--- src/rtl/adsr_pkg.sv ---
// Shared widths and FSM state encoding for the ADSR envelope / VCA voice stage.
package adsr_pkg;

  localparam int ACC_W    = 16;
  localparam int LEVEL_W  = 8;
  localparam int SAMPLE_W = 8;

  typedef enum logic [2:0] {
    IDLE    = 3'd0,
    ATTACK  = 3'd1,
    DECAY   = 3'd2,
    SUSTAIN = 3'd3,
    RELEASE = 3'd4
  } env_state_t;

endpackage

--- src/rtl/env_vca.sv ---
// VCA: sample_out = (sample_in * (level+1)) >> 8, registered on tick.
// Latency: one tick. Backpressure: none, tick-enabled only.
module env_vca
  import adsr_pkg::*;
(
  input  logic                clk,
  input  logic                rst,
  input  logic                tick,
  input  logic [SAMPLE_W-1:0] sample_in,
  input  logic [LEVEL_W-1:0]  level,
  output logic [SAMPLE_W-1:0] sample_out
);

  // level+1 makes 255 a true unity gain and 0 a full mute
  logic [LEVEL_W:0] gain;
  assign gain = {1'b0, level} + {{LEVEL_W{1'b0}}, 1'b1};

  always_ff @(posedge clk or posedge rst) begin
    if (rst) begin
      sample_out <= '0;
    end else if (tick) begin
      sample_out <= SAMPLE_W'(({{(LEVEL_W + 1){1'b0}}, sample_in} *
                               {{SAMPLE_W{1'b0}}, gain}) >> LEVEL_W);
    end
  end

endmodule

--- src/rtl/adsr_env.sv ---
// Per-voice ADSR envelope + VCA; state advances on SAMPLE_TICK only. ADSR_EXP_RELEASE_EN selects exponential release.
// Latency: level/state visible the cycle after a tick; SAMPLE_OUT lags one tick. Backpressure: none.
module adsr_env
  import adsr_pkg::*;
(
  input  logic                CLK,
  input  logic                RST,
  input  logic                SAMPLE_TICK,
  input  logic                GATE,
  input  logic [15:0]         ATTACK_STEP,
  input  logic [15:0]         DECAY_STEP,
  input  logic [LEVEL_W-1:0]  SUSTAIN_LEVEL,
  input  logic [15:0]         RELEASE_STEP,
  input  logic [SAMPLE_W-1:0] SAMPLE_IN,
  output logic [SAMPLE_W-1:0] SAMPLE_OUT,
  output logic [LEVEL_W-1:0]  ENV_LEVEL,
  output logic                ACTIVE
);

  env_state_t       state, state_nxt;
  logic [ACC_W-1:0] acc, acc_nxt;
  logic             gate_prev;
  logic             active_q;

  logic             rise, fall;
  logic [ACC_W:0]   att_sum, dec_diff;
  logic [ACC_W-1:0] target;
  logic [ACC_W-1:0] rel_dec;
  logic             rel_done;

  assign rise     = GATE & ~gate_prev;
  assign fall     = ~GATE & gate_prev;
  assign att_sum  = {1'b0, acc} + {1'b0, ATTACK_STEP};
  assign dec_diff = {1'b0, acc} - {1'b0, DECAY_STEP};
  assign target   = {SUSTAIN_LEVEL, 8'h00};

`ifdef ADSR_EXP_RELEASE_EN
  // forcing bit 0 guarantees progress once the shifted value reaches zero
  assign rel_dec  = (acc >> RELEASE_STEP[3:0]) | {{(ACC_W - 1){1'b0}}, 1'b1};
  assign rel_done = (acc <= rel_dec);
`else
  assign rel_dec  = RELEASE_STEP;
  assign rel_done = (RELEASE_STEP == '0) || (acc <= RELEASE_STEP);
`endif

  // gate edges are tested before target checks so they always win
  always_comb begin
    state_nxt = state;
    acc_nxt   = acc;
    case (state)
      IDLE: begin
        acc_nxt = '0;
        if (rise) state_nxt = ATTACK;
      end
      ATTACK: begin
        if (fall) begin
          state_nxt = RELEASE;
        end else if (ATTACK_STEP == '0 || att_sum[ACC_W]) begin
          acc_nxt   = '1;
          state_nxt = DECAY;
        end else begin
          acc_nxt = att_sum[ACC_W-1:0];
        end
      end
      DECAY: begin
        if (fall) begin
          state_nxt = RELEASE;
        end else if (DECAY_STEP == '0 || dec_diff[ACC_W] ||
                     dec_diff[ACC_W-1:0] <= target) begin
          acc_nxt   = target;
          state_nxt = SUSTAIN;
        end else begin
          acc_nxt = dec_diff[ACC_W-1:0];
        end
      end
      SUSTAIN: begin
        if (fall) state_nxt = RELEASE;
        else      acc_nxt   = target;
      end
      RELEASE: begin
        if (rise) begin
          state_nxt = ATTACK;
        end else if (rel_done) begin
          acc_nxt   = '0;
          state_nxt = IDLE;
        end else begin
          acc_nxt = acc - rel_dec;
        end
      end
      default: begin
        acc_nxt   = '0;
        state_nxt = IDLE;
      end
    endcase
  end

  always_ff @(posedge CLK or posedge RST) begin
    if (RST) begin
      state     <= IDLE;
      acc       <= '0;
      gate_prev <= 1'b0;
      active_q  <= 1'b0;
    end else if (SAMPLE_TICK) begin
      state     <= state_nxt;
      acc       <= acc_nxt;
      gate_prev <= GATE;
      active_q  <= (state_nxt != IDLE);
    end
  end

  assign ENV_LEVEL = acc[ACC_W-1:ACC_W-LEVEL_W];
  assign ACTIVE    = active_q;

  env_vca u_vca (
    .clk        (CLK),
    .rst        (RST),
    .tick       (SAMPLE_TICK),
    .sample_in  (SAMPLE_IN),
    .level      (ENV_LEVEL),
    .sample_out (SAMPLE_OUT)
  );

endmodule
--- config.mk ---
export PLATFORM = sky130hd
export DESIGN_NAME = adsr_env
export DESIGN_NICKNAME = d
export VERILOG_FILES = /design/src/rtl/adsr_pkg.sv /design/src/rtl/env_vca.sv /design/src/rtl/adsr_env.sv
export SDC_FILE = /design/constraint.sdc
export NUM_CORES = 1
export LEC_CHECK = 0
export ABC_AREA = 1
export CAP_MARGIN = 0
export CORE_ASPECT_RATIO = 1.4
export CORE_MARGIN = 5
export CORE_UTILIZATION = 40
export CTS_BUF_LIST = sky130_fd_sc_hd__clkbuf_8 sky130_fd_sc_hd__clkbuf_16
export DETAILED_ROUTE_END_ITERATION = 6
export GPL_TIMING_DRIVEN = 0
export PLACE_DENSITY = 0.66
export SLEW_MARGIN = 25
export SYNTH_ARGS = -nofsm -noshare
export SYNTH_HDL_FRONTEND = slang
export SYNTH_HIERARCHICAL = 1
export SYNTH_SLANG_ARGS = --single-unit
export TNS_END_PERCENT = 50
--- constraint.sdc ---
create_clock -name CLK -period 7.8 [get_ports CLK]
set_clock_uncertainty 0.2 [all_clocks]
set_input_delay 0.78 -clock CLK [delete_from_list [all_inputs] [get_ports CLK]]
set_output_delay 0.78 -clock CLK [all_outputs]
set_load 0.02 [all_outputs]
==> results.yml <==
status:
  status: "complete, no violations"
sta:
  slew_headroom_pct: 42.88
  hold_violations: 0
  max_clock_freq_ghz: 0.1803
  finalMaxSlewViolations: 0
  finalWorstPathRequiredPeriod_ns: 5.548
  finalSetupViolCount: 0
  rsz0062_at_grt: "no"
  worst_pin_slew_ns: 0.8558
  worst_hold_slack_ns: 0.2765
  final.period_utilization_pct: 71.12
  fin_setup_tns_ns: 0
clocking:
  cts.path.max_buffers: 2
  post-cts-setup-buffers: 0
  clock-sinks: 29
  cts_tree: "built"
  clkLatencyLatePin_ns: 0.28
  cts-resized-gates: 0
  ctsHoldBuffers: 0
  numCtsBuffers: 5
  cts_root_buffer: "clkbuf_16"
  cts.htree.levels: 2
  clk_pin_slew_ns: 0.05
placement:
  place.gp.congestion: 0.9249
  port_buffers: 83
  post_dp_cell_area_mm2: 0.008388
  hpwl_mm: 19.28
final_layout:
  antenna_cells: 0
  multi_input_area_mm2: 0.005579
  final_cell_mix: "nand2_1, inv_1, nor2_1"
  fin_nets: 1480
  syn2layout_area_growth_pct: 18.02
  fillers: 1960
  final_common_cell: "nand2_1"
  drive_gt1_share_pct: 3.435
  regArea_um2: 725.7
  final_cell_area_mm2: 0.008564
  final_util_pct: 47.78
worst_setup_path:
  critPathTopFamily: "adder cells"
  crit_path_end_kind: "flop"
  critical_path.cell_chain: "ha_1 -> nand2_1 -> nor2_1 -> xor2_1 -> inv_1 -> nor2_1 -> fa_1 -> fa_1 -> fa_1 -> inv_1 -> fa_1 -> inv_1 -> ha_1 -> nand2_1 -> o21ai_0 -> nand2_1 -> nand3_1 -> nand2_1 -> nand3_1 -> nand2_1"
  startpoint_type: "flop"
  crit_top_cell: "nand2_1"
  critPathBufInv: 3
  crit_type: "reg -> reg"
  worstPathArrival_ns: 5.52
  cp_max_fo: 13
  critPathRequiredTime_ns: 7.77
  crit_path_top_delay_cell: "dfrtp_1"
  slowest_delay_ns: 0.84
yosys:
  synthesis.area_mm2: 0.007257
  synth-seq-cells: 29
  seq_area_frac_synth_pct: 10.00
  syn_inst: 1190
  yosysWarnings: 6
  synthFlopType: "dfrtp_1"
  syn_avg_cell_area_um2: 6.098
  yosys.cell_types.count: 46
  synth_nets: 1390
  synthArstFlopShare_pct: 100.0
  synth_edf_count: 0
pwr:
  cellPowerDensity_mw_per_mm2: 410.1
  design_power_total_mw: 3.512
  power.leakage_nw: 4.867
  vdd_drop_max_uv: 231.9
floorplan:
  fp.dieW_um: 123.8
  fp.dieH_um: 169.4
  initial_utilization_pct: 40.49
  die_area_mm2: 0.02097
  ios: 85
  std_cell_rows: 58
  core_mm2: 0.01792
detailed_routing:
  detail-route-antenna-nets: 0
  avgRoutedWirePerCell_um: 14.57
  drc_errors: 0
  vias: 7613
  routed_wl_mm: 22.17
  drt_iter0_drc: 421
  dr.pass1.iters: 5
  routed_via_density: 5.005
min_path:
  holdCritPathClass: "reg -> reg"
job:
  drv_cap: 0
grt:
  grt_max_degree: 22
  track_usage_pct: 21.23
  overflow: 0
  grt_first_pass_wirelength_mm: 35.55
  grt_pass1_vias: 7589
  antenna_found_initial: 0
-- tightest hold or removal path, delay by kind of cell, from the launching register on --
family / cells / cell delay [ns]
flip-flops: 1 / 0.34
AND/OR/NAND/NOR: 2 / 0.10
-- cells by family after synthesis --
logic type | count (synthesis) | share of synthesized area, %
flops | 29 | 10.00
simple gates | 631 | 36.69
buf+inv | 243 | 13.12
fa+ha+maj | 132 | 27.21
compound gates | 131 | 9.983
xor+xnor | 24 | 3.000
-- flip-flops by register name, summed over array words and instances, names as in the netlist --
signal            cells
state                 3
gate_prev             1
acc                  16
u_vca/sample_out      8
ACTIVE                1
-- synthesized netlist by cell type, types with 2 or more instances --
cell | instances | area share, %
a21oi_1 | 70 | 4.8
or2_2 | 3 | 0.26
a21o_1 | 5 | 0.52
inv_1 | 225 | 12
nor3_1 | 10 | 0.69
o21ai_0 | 40 | 2.8
o21ai_1 | 3 | 0.21
ha_1 | 89 | 15
inv_2 | 3 | 0.16
nand4_1 | 21 | 1.8
buf_4 | 8 | 0.83
fa_1 | 43 | 12
o21bai_1 | 3 | 0.31
xnor2_1 | 7 | 0.84
clkbuf_1 | 3 | 0.16
xor2_1 | 16 | 1.9
nand2_1 | 339 | 18
nor2_1 | 139 | 7.2
nand3b_1 | 6 | 0.62
and2_1 | 3 | 0.26
dfrtp_1 | 29 | 10
nand3_1 | 91 | 6.3
nor4_1 | 4 | 0.34
o211ai_2 | 2 | 0.34
nand2_2 | 7 | 0.60
-- path summary, 6_finish.rpt --
| path | startpoint | to | slack, ns | cells past startpoint |
|---|---|---|---|---|
| setup reg to reg | acc[8]$_DFFE_PP0P_ | u_vca/sample_out[5]$_DFFE_PP0P_ | 2.25 | 20 |
| hold / removal | u_vca/sample_out[5]$_DFFE_PP0P_ | u_vca/sample_out[5]$_DFFE_PP0P_ | 0.28 | 2 |
| min in group asynchronous | RST | u_vca/sample_out[7]$_DFFE_PP0P_ | 0.59 | 2 |
| setup / recovery | acc[8]$_DFFE_PP0P_ | u_vca/sample_out[5]$_DFFE_PP0P_ | 2.25 | 20 |
| hold reg to reg | u_vca/sample_out[5]$_DFFE_PP0P_ | u_vca/sample_out[5]$_DFFE_PP0P_ | 0.28 | 2 |
| max in group asynchronous | RST | acc[14]$_DFFE_PP0P_ | 6.05 | 2 |
-- through the flow --
step | instances | setup slack, ns
global route | 1521 | 1.797
CTS | 1521 | 2.256
floorplan | 1190 | 3.084
global placement | 1513 | 2.300
detailed placement | 1513 | 2.260
finish | 1521 | 2.252
-- final cells by class --
type | instances | area share [%]
plain buffers | 15 | 1.125
clock buffers | 6 | 1.622
clock inverters | 2 | 0.4383
inverters | 228 | 9.993
multi-input cells | 918 | 65.14
flip-flops and latches | 29 | 8.473
well taps | 240 | 3.506
repair buffers | 83 | 9.701
-- metal layers --
metal  wire length, um  track usage [%]  up-vias
met3               654            1.867       44
li1                  -                -     3923
met1              8468            22.81     3494
met2             12260            41.98      152
met5                 0                0        -
met4               784            7.325        0
-- power by group --
part | switching [mW] | internal (mW) | leakage [nW] | total, mW
Clock | 0.0732 | 0.159 | 0.0831 | 0.232
Combinational | 1.85 | 1.10 | 4.41 | 2.94
Sequential | 0.128 | 0.211 | 0.374 | 0.339
Total | 2.05 | 1.47 | 4.87 | 3.51
(Power assumes the default switching activity.)
